$ cat src/rtl/seq_control.sv
// Sequencer for a small 16-bit processor: fetches, decodes and steps each
// instruction through the datapath, with bounded memory waits and a sticky fault flag.
module seq_control #(
  parameter int MEM_TIMEOUT = 15
) (
  input  logic        clk,
  input  logic        rst_n,
  input  logic        run,
  input  logic [15:0] mem_rdata,
  input  logic        mem_ack,
  input  logic        z_flag,
  output logic        mem_rd_req,
  output logic        mem_wr_req,
  output logic        addr_sel,
  output logic        pc_inc,
  output logic        pc_load,
  output logic [8:0]  imm9,
  output logic        imm_sel,
  output logic [1:0]  alu_op,
  output logic        rf_we,
  output logic        wb_sel,
  output logic [2:0]  rx,
  output logic [2:0]  ry,
  output logic        halted,
  output logic        fault,
  output logic [15:0] instr_cnt
);

  localparam int WAIT_W = $clog2(MEM_TIMEOUT + 1);

  localparam logic [3:0] OP_MV   = 4'h0;
  localparam logic [3:0] OP_MVI  = 4'h1;
  localparam logic [3:0] OP_ADD  = 4'h2;
  localparam logic [3:0] OP_SUB  = 4'h3;
  localparam logic [3:0] OP_LD   = 4'h4;
  localparam logic [3:0] OP_ST   = 4'h5;
  localparam logic [3:0] OP_BEQZ = 4'h6;
  localparam logic [3:0] OP_HALT = 4'hF;

  typedef enum logic [2:0] {
    S_IDLE, S_FETCH, S_DECODE, S_EXEC, S_MEM, S_HALT
  } state_t;

  state_t            state_q, state_d;
  logic [15:0]       ir_q, ir_d;
  logic [15:0]       cnt_q, cnt_d;
  logic              fault_q, fault_d;
  logic [WAIT_W-1:0] wait_q, wait_d;

  logic [3:0] opcode;
  logic       retire;
  logic       timeout;

  assign opcode    = ir_q[15:12];
  assign imm9      = ir_q[8:0];
  assign rx        = ir_q[11:9];
  assign ry        = ir_q[8:6];
  assign halted    = (state_q == S_HALT);
  assign fault     = fault_q;
  assign instr_cnt = cnt_q;
  // Last permitted wait cycle: the request has then been up MEM_TIMEOUT cycles.
  assign timeout   = (wait_q == WAIT_W'(MEM_TIMEOUT - 1));

  always_ff @(posedge clk or negedge rst_n) begin
    if (!rst_n) begin
      state_q <= S_IDLE;
      ir_q    <= '0;
      cnt_q   <= '0;
      fault_q <= 1'b0;
      wait_q  <= '0;
    end else begin
      state_q <= state_d;
      ir_q    <= ir_d;
      cnt_q   <= cnt_d;
      fault_q <= fault_d;
      wait_q  <= wait_d;
    end
  end

  always_comb begin
    state_d    = state_q;
    ir_d       = ir_q;
    cnt_d      = cnt_q;
    fault_d    = fault_q;
    wait_d     = wait_q;
    retire     = 1'b0;
    mem_rd_req = 1'b0;
    mem_wr_req = 1'b0;
    addr_sel   = 1'b0;
    pc_inc     = 1'b0;
    pc_load    = 1'b0;
    imm_sel    = 1'b0;
    alu_op     = 2'b00;
    rf_we      = 1'b0;
    wb_sel     = 1'b0;

    case (state_q)
      S_IDLE: begin
        wait_d = '0;
        if (run) begin
          state_d = S_FETCH;
          fault_d = 1'b0;
        end
      end
      S_FETCH: begin
        mem_rd_req = 1'b1;
        if (mem_ack) begin
          ir_d    = mem_rdata;
          pc_inc  = 1'b1;
          state_d = S_DECODE;
        end else if (timeout) begin
          fault_d = 1'b1;
          state_d = S_HALT;
        end else begin
          wait_d = wait_q + WAIT_W'(1);
        end
      end
      S_DECODE: state_d = S_EXEC;
      S_EXEC: begin
        case (opcode)
          OP_MV:  begin rf_we = 1'b1; retire = 1'b1; end
          OP_MVI: begin rf_we = 1'b1; imm_sel = 1'b1; retire = 1'b1; end
          OP_ADD: begin rf_we = 1'b1; alu_op = 2'b01; retire = 1'b1; end
          OP_SUB: begin rf_we = 1'b1; alu_op = 2'b10; retire = 1'b1; end
          OP_LD, OP_ST: begin
            wait_d  = '0;
            state_d = S_MEM;
          end
          OP_BEQZ: begin pc_load = z_flag; retire = 1'b1; end
          OP_HALT: begin
            cnt_d   = cnt_q + 16'd1;
            state_d = S_HALT;
          end
          default: begin
            fault_d = 1'b1;
            state_d = S_HALT;
          end
        endcase
      end
      S_MEM: begin
        addr_sel   = 1'b1;
        mem_rd_req = (opcode == OP_LD);
        mem_wr_req = (opcode != OP_LD);
        if (mem_ack) begin
          rf_we  = (opcode == OP_LD);
          wb_sel = (opcode == OP_LD);
          retire = 1'b1;
        end else if (timeout) begin
          fault_d = 1'b1;
          state_d = S_HALT;
        end else begin
          wait_d = wait_q + WAIT_W'(1);
        end
      end
      S_HALT: begin
        if (!run) state_d = S_IDLE;
      end
      default: state_d = S_IDLE;
    endcase

    // Retirement overrides the next state chosen above and arms a fresh fetch wait.
    if (retire) begin
      cnt_d   = cnt_q + 16'd1;
      wait_d  = '0;
      state_d = run ? S_FETCH : S_IDLE;
    end
  end

endmodule
$ cat config.mk
export PLATFORM = sky130hd
export DESIGN_NAME = seq_control
export DESIGN_NICKNAME = d
export VERILOG_FILES = /design/src/rtl/seq_control.sv
export SDC_FILE = /design/constraint.sdc
export NUM_CORES = 1
export LEC_CHECK = 0
export CAP_MARGIN = 15
export CORE_UTILIZATION = 35
export CTS_BUF_LIST = sky130_fd_sc_hd__clkbuf_16
export DETAILED_ROUTE_END_ITERATION = 10
export GPL_TIMING_DRIVEN = 0
export SYNTH_ARGS = -nofsm -noshare
export SYNTH_HDL_FRONTEND = slang
export SYNTH_SLANG_ARGS = --single-unit
$ cat constraint.sdc
create_clock -name clk -period 2.8 [get_ports clk]
set_input_delay 0.56 -clock clk [delete_from_list [all_inputs] [get_ports clk]]
set_output_delay 0.56 -clock clk [all_outputs]
set_load 0.01 [all_outputs]
Yosys cells after proc, flatten, opt, wreduce, memory -nomap -nowiden --
Index checks and enable logic that the tools add are counted.
Storage, ports and cells: bits in registers 40, input port bits 21, output and inout bits 43, logic and storage cells 87
Cells by class: add/sub/neg operators 2, equal/unequal tests 25, multiplexer cells 39, reduce and logical (&&, ||, !) cells 16
Operators with widths (number):
- $mux 16 | 3
- $mux 3 | 6
- $pmux 3 s6 | 1
- $mux 1 | 17
- $add 16x1->16 const B | 1
- $mux 4 | 4
- $eq 4x3->1 const B | 3
- $ne 3x3->1 const B | 4
- $pmux 4 s3 | 1
- $ne 3x2->1 const B | 3
- $eq 4x2->1 const B | 2
- $eq 4x4->1 const B | 2
- $reduce_and 4->1 | 2
- $reduce_or 8->1 | 1
- $eq 3x2->1 const B | 2
- $eq 3x3->1 const B | 2
- $ne 2x2->1 const B | 3
- $pmux 1 s2 | 3
- $pmux 3 s2 | 1
- $reduce_and 5->1 | 1
- $reduce_or 5->1 | 1
- $add 4x1->4 const B | 1
- $eq 4x1->1 const B | 1
- $logic_not 4->1 | 1
- other kinds (13) | 16

Logic depth before layout (Yosys ltp) --
word-level depth 6, gate-level depth with buffers 7, gate-level depth less buffers 7

Worst setup path after synthesis --
Ideal clock, no wire load.
path kind input-to-reg, start in mem_ack, end reg wait_q[0], library setup time 0.125 ns, data arrival time 1.884 ns, required time 2.675 ns, path slack 0.791 ns, stages on the path 6, path buffers 1, cells stage by stage buf_2 > a31oi_1 > or3b_1 > a211oi_2 > or2_1 > mux2_4
On the way: cells in the longest elaborated chain, start to end 4, elaborated cells between the ends (all ways) 8, classes of those cells eq/ne (3); mux (3); reduce/logical (2)
RTL lines:
- start, declared | line 10 | input logic mem_ack,
- $mux 1 | line 144 | if (mem_ack) begin
- $pmux 1 s2 | line 97 | case (state_q)
- $ne 3x2->1 (no line) (tied with other cells)
- $reduce_and 4->1 (no line)
- end signal, assigned | line 76 | wait_q <= wait_d;
- end, declared | line 48 | logic [WAIT_W-1:0] wait_q, wait_d;
Parallel ways exist; a longest one is shown, timed or not. A chain may end at the register's enable or synchronous reset.

Worst setup path in the final report --
start reg state_q[2], end out pc_inc
On the way: cells in the longest elaborated chain, start to end 2
RTL lines:
- start, declared | line 44 | state_t state_q, state_d;
- start signal, assigned | line 72 | state_q <= state_d;
- $eq 3x1->1 | line 97
- $mux 1 | line 97
- end, declared | line 15 | output logic pc_inc,
Every way passes these cells.

==> results.rst <==
.. list-table::
   :header-rows: 1

   * - Metric
     - Value
   * - Run status
     - finished, final reports clean
   * - Worst-Margin Slew
     - 0.449 ns
   * - DRT Pass-1 Iters
     - 4
   * - Routed length per instance
     - 13.0 um
   * - Critical Path AT
     - 2.11 ns
   * - Hold buffers post-CTS
     - 0
   * - Placeable core region
     - 0.00599 mm^2
   * - Detailed Route Iter0 Violations
     - 51
   * - Met3 WL post-DR
     - 288 um
   * - P&R area growth vs syn
     - 41.9%
   * - Clock-pin slew reported for the worst setup and hold paths after clock tree synthesis
     - 0.06 ns
   * - Ordered list of cells on the worst path
     - buf_6 > nor2b_2 > and3b_1 > clkbuf_4 > buf_6 > clkdlybuf4s50_1
   * - Launching point of the worst reg2reg path
     - wait_q[0]
   * - Worst setup slack for register-to-register paths
     - 0.65 ns
   * - Peak VDD IR
     - 0.482 mV
   * - Top cells by area in the synthesized netlist
     - dfrtp_1 (45%), buf_4 (5.4%), mux2_1 (5.1%), xnor2_1 (4.8%), mux2_2 (3.6%)
   * - Clock latency at the later pin of the worst-skew pair
     - 0.28 ns
   * - Port bufs
     - 62
   * - Total placed cells including tap cells
     - 343
   * - Highest achievable clock rate
     - 374 MHz
   * - Post-CTS repair timing setup buffer count
     - 0
   * - Leakage power
     - 1.34 nW
   * - Cell taking the most area after synthesis
     - dfrtp_1
   * - M1 WL
     - 2180 um
   * - Cells resized by post-CTS repair
     - 3
   * - Detail Route Antenna Nets
     - 0
   * - Uppermost layer routed
     - met4
   * - Number of enable-type register cells in the synthesized netlist
     - 0
   * - Slowest cell delay on critical path
     - 0.54 ns
   * - Total grt overflow
     - 0
   * - Number of different library cells in the post-synthesis netlist
     - 50
   * - Share of post-route cells with drive strength above 1
     - 18.9%
   * - Routed wire length
     - 4560 um
   * - Cell count after synthesis
     - 205
   * - Routability Congestion
     - 0.741
   * - Crit path required time
     - 2.24 ns
   * - Worst-case hold slack
     - 0.0924 ns
   * - # nets final
     - 298
   * - Worst reg2reg path endpoint
     - wait_q[0]
   * - Most frequent cell on the critical path
     - buf_6
   * - Routed vias
     - 1677
   * - Netlist area before placement
     - 0.00220 mm^2
   * - Ant diodes
     - 0
   * - Mapped Nets
     - 229
   * - Clock root buffer
     - clkbuf_16
   * - Worst setup path class
     - flop to output port
   * - Die Outline Area
     - 0.00662 mm^2
   * - Async set-reset flop share out of synthesis
     - 100%
   * - Number of antenna violations at the first check in global routing
     - 0
   * - Critical Path Fanout Max
     - 10
   * - Final hold viol count
     - 0
   * - Routed vias/inst
     - 4.79
   * - Total clock buffers created by CTS
     - 5
   * - CP max-delay cell
     - clkdlybuf4s50_1
   * - Initial standard-cell utilization of the core
     - 36.8%
   * - Final total negative setup slack
     - 0 ns
   * - First-pass GRT wire length
     - 7510 um
   * - Overall track demand over capacity in global routing
     - 15.2%
   * - Kind of start point of the critical path
     - flop
   * - DPL Wire Length
     - 3350 um
   * - Max_slew headroom
     - 69.8%
   * - Residual DRC
     - 0
   * - Max-slew violations
     - 0
   * - Kind of capture point of the worst setup path
     - output port
   * - Commonest register cell after synthesis
     - dfrtp_1
   * - Area fraction of the dominant cell type after synthesis
     - 45.4%
   * - Clock sink total
     - 40
   * - Power density of the placed cells
     - 947 mW/mm^2
   * - Warnings from Yosys
     - 0
   * - Clock tree buffer depth
     - 2
   * - Width of the chip
     - 81.4 um
   * - Length in cells of the worst reg-to-reg path
     - 7
   * - Clock tree from TritonCTS
     - built
   * - Combined area of the multi-input logic cells
     - 0.00104 mm^2
   * - Unrepaired setup endpoints after global routing
     - no
   * - Via count of the first global-routing pass
     - 1571
   * - Avg Inst Size Synth
     - 10.8 um^2
   * - H-tree level count
     - 2
   * - Final setup violation count
     - 0
   * - Yosys reg bits
     - 40
   * - Sequential cell area
     - 0.00100 mm^2
   * - Layout Cells excl Fill
     - 350
   * - Seq/Total Area, Yosys
     - 45.4%
   * - Met2 wirelength from detailed routing
     - 2020 um
   * - I/O pin total
     - 64
   * - Post-Route Skew
     - 0.00435 ns
   * - Filler Cell Count
     - 558
   * - Total number of placement rows
     - 28
   * - Count of max-cap constraint violations
     - 0
   * - Final critical-path share of the clock period
     - 95.5%
   * - Hold Crit Class
     - input port to async pin
   * - Height of the chip
     - 81.4 um
   * - Minimum period implied by the final worst setup slack
     - 2.67 ns
   * - Maximum number of pins on one net before global-route repair
     - 38
-- kinds of logic after synthesis --
| logic type | Yosys count | synth area share (%) |
|---|---|---|
| simple gates | 70 | 19.1 |
| flops | 40 | 45.4 |
| buf+inv | 29 | 8.17 |
| compound gates | 28 | 9.54 |
| mux | 18 | 9.36 |
| xor+xnor | 17 | 6.75 |
| fa+ha+maj | 3 | 1.70 |
-- critical path, delay by kind of cell (launching register included) --
kind / cells / cell delay (ns)
buf+inv: 4 / 1.05
flops: 1 / 0.40
simple gates: 2 / 0.38
-- routing by layer --
layer / up-vias / GRT usage (%)
met5: - / 0
met4: 0 / 6.96
met3: 5 / 4.27
met2: 44 / 22.0
met1: 793 / 20.7
li1: 835 / -
-- flip-flops by register name (all words and copies together) (netlist names) --
signal,count
instr_cnt,16
ir_q,16
wait_q,4
state_q,3
fault,1
-- worst max-delay path by stage --
stage,startpoint,endpoint,cells past startpoint
floorplan,mem_ack,wait_q[0],6
global placement,rst_n,ir_q[11],1
detailed placement,state_q[0],pc_inc,5
CTS,ir_q[15],rf_we,6
global route,state_q[2],pc_inc,6
finish,state_q[2],pc_inc,6
-- power breakdown --
part,switching [W],total [W],internal [W]
Sequential,0.000171,0.000940,0.000769
Clock,0.000235,0.000659,0.000423
Combinational,0.000566,0.00137,0.000800
-- cells in the mapped netlist, types with 4 or more instances --
| cell | count |
|---|---|
| nand2_1 | 14 |
| mux2_1 | 10 |
| clkbuf_1 | 4 |
| a21oi_1 | 8 |
| dfrtp_1 | 40 |
| buf_4 | 16 |
| and3_1 | 4 |
| inv_1 | 5 |
| o31ai_1 | 4 |
| nor2_1 | 10 |
| mux2_2 | 7 |
| nand3_1 | 8 |
| nor2b_1 | 4 |
| xor2_1 | 5 |
| xnor2_1 | 12 |
-- through the flow --
| stage | area [um^2] | setup WS (ns) | utilization [%] | total power [W] |
|---|---|---|---|---|
| after global routing | 3130 | 0.00962 | 52.2 | 0.00317 |
| after CTS | 3110 | 0.00591 | 52.0 | 0.00298 |
| after detailed placement | 2930 | 0.211 | 49.0 | 0.00230 |
| after floorplan | 2200 | 0.791 | - | 0.00177 |
| final | 3130 | 0.127 | 52.2 | 0.00296 |
| after global placement | 2920 | 0.0351 | 48.7 | 0.00229 |
-- cells in the final DEF (no fill, tap or decap), types with 2 or more instances in the layout --
| cell | Yosys | routed |
|---|---|---|
| a21oi_1 | 8 | 8 |
| and2_1 | 2 | 2 |
| and3_1 | 4 | 4 |
| and3b_1 | 3 | 3 |
| buf_2 | 3 | 3 |
| buf_4 | 16 | 15 |
| buf_6 | 1 | 2 |
| clkbuf_1 | 4 | 3 |
| clkbuf_16 | 0 | 5 |
| clkdlybuf4s50_1 | 0 | 61 |
| clkinv_4 | 0 | 2 |
| dfrtp_1 | 40 | 38 |
| dfrtp_2 | 0 | 2 |
| ha_1 | 3 | 3 |
| inv_1 | 5 | 5 |
| mux2_1 | 10 | 10 |
| mux2_2 | 7 | 7 |
| nand2_1 | 14 | 14 |
| nand2b_1 | 3 | 3 |
| nand3_1 | 8 | 8 |
| nand4_1 | 2 | 2 |
| nor2_1 | 10 | 9 |
| nor2b_1 | 4 | 3 |
| nor3_1 | 3 | 3 |
| nor3b_1 | 2 | 2 |
| o21ai_0 | 3 | 3 |
| o21ai_1 | 2 | 2 |
| o31ai_1 | 4 | 4 |
| or2_1 | 2 | 2 |
| or3_1 | 2 | 2 |
| xnor2_1 | 12 | 12 |
| xor2_1 | 5 | 5 |
-- layout make-up --
cell class / count / area share, %
sequential: 40 / 32.1
inverter: 5 / 0.600
clock buffer: 5 / 4.00
timing repair buffer: 63 / 20.3
clock inverter: 3 / 1.52
tap: 75 / 3.00
multi-input combinational: 136 / 33.2
buffer: 23 / 5.24
(Power assumes the default switching activity.)
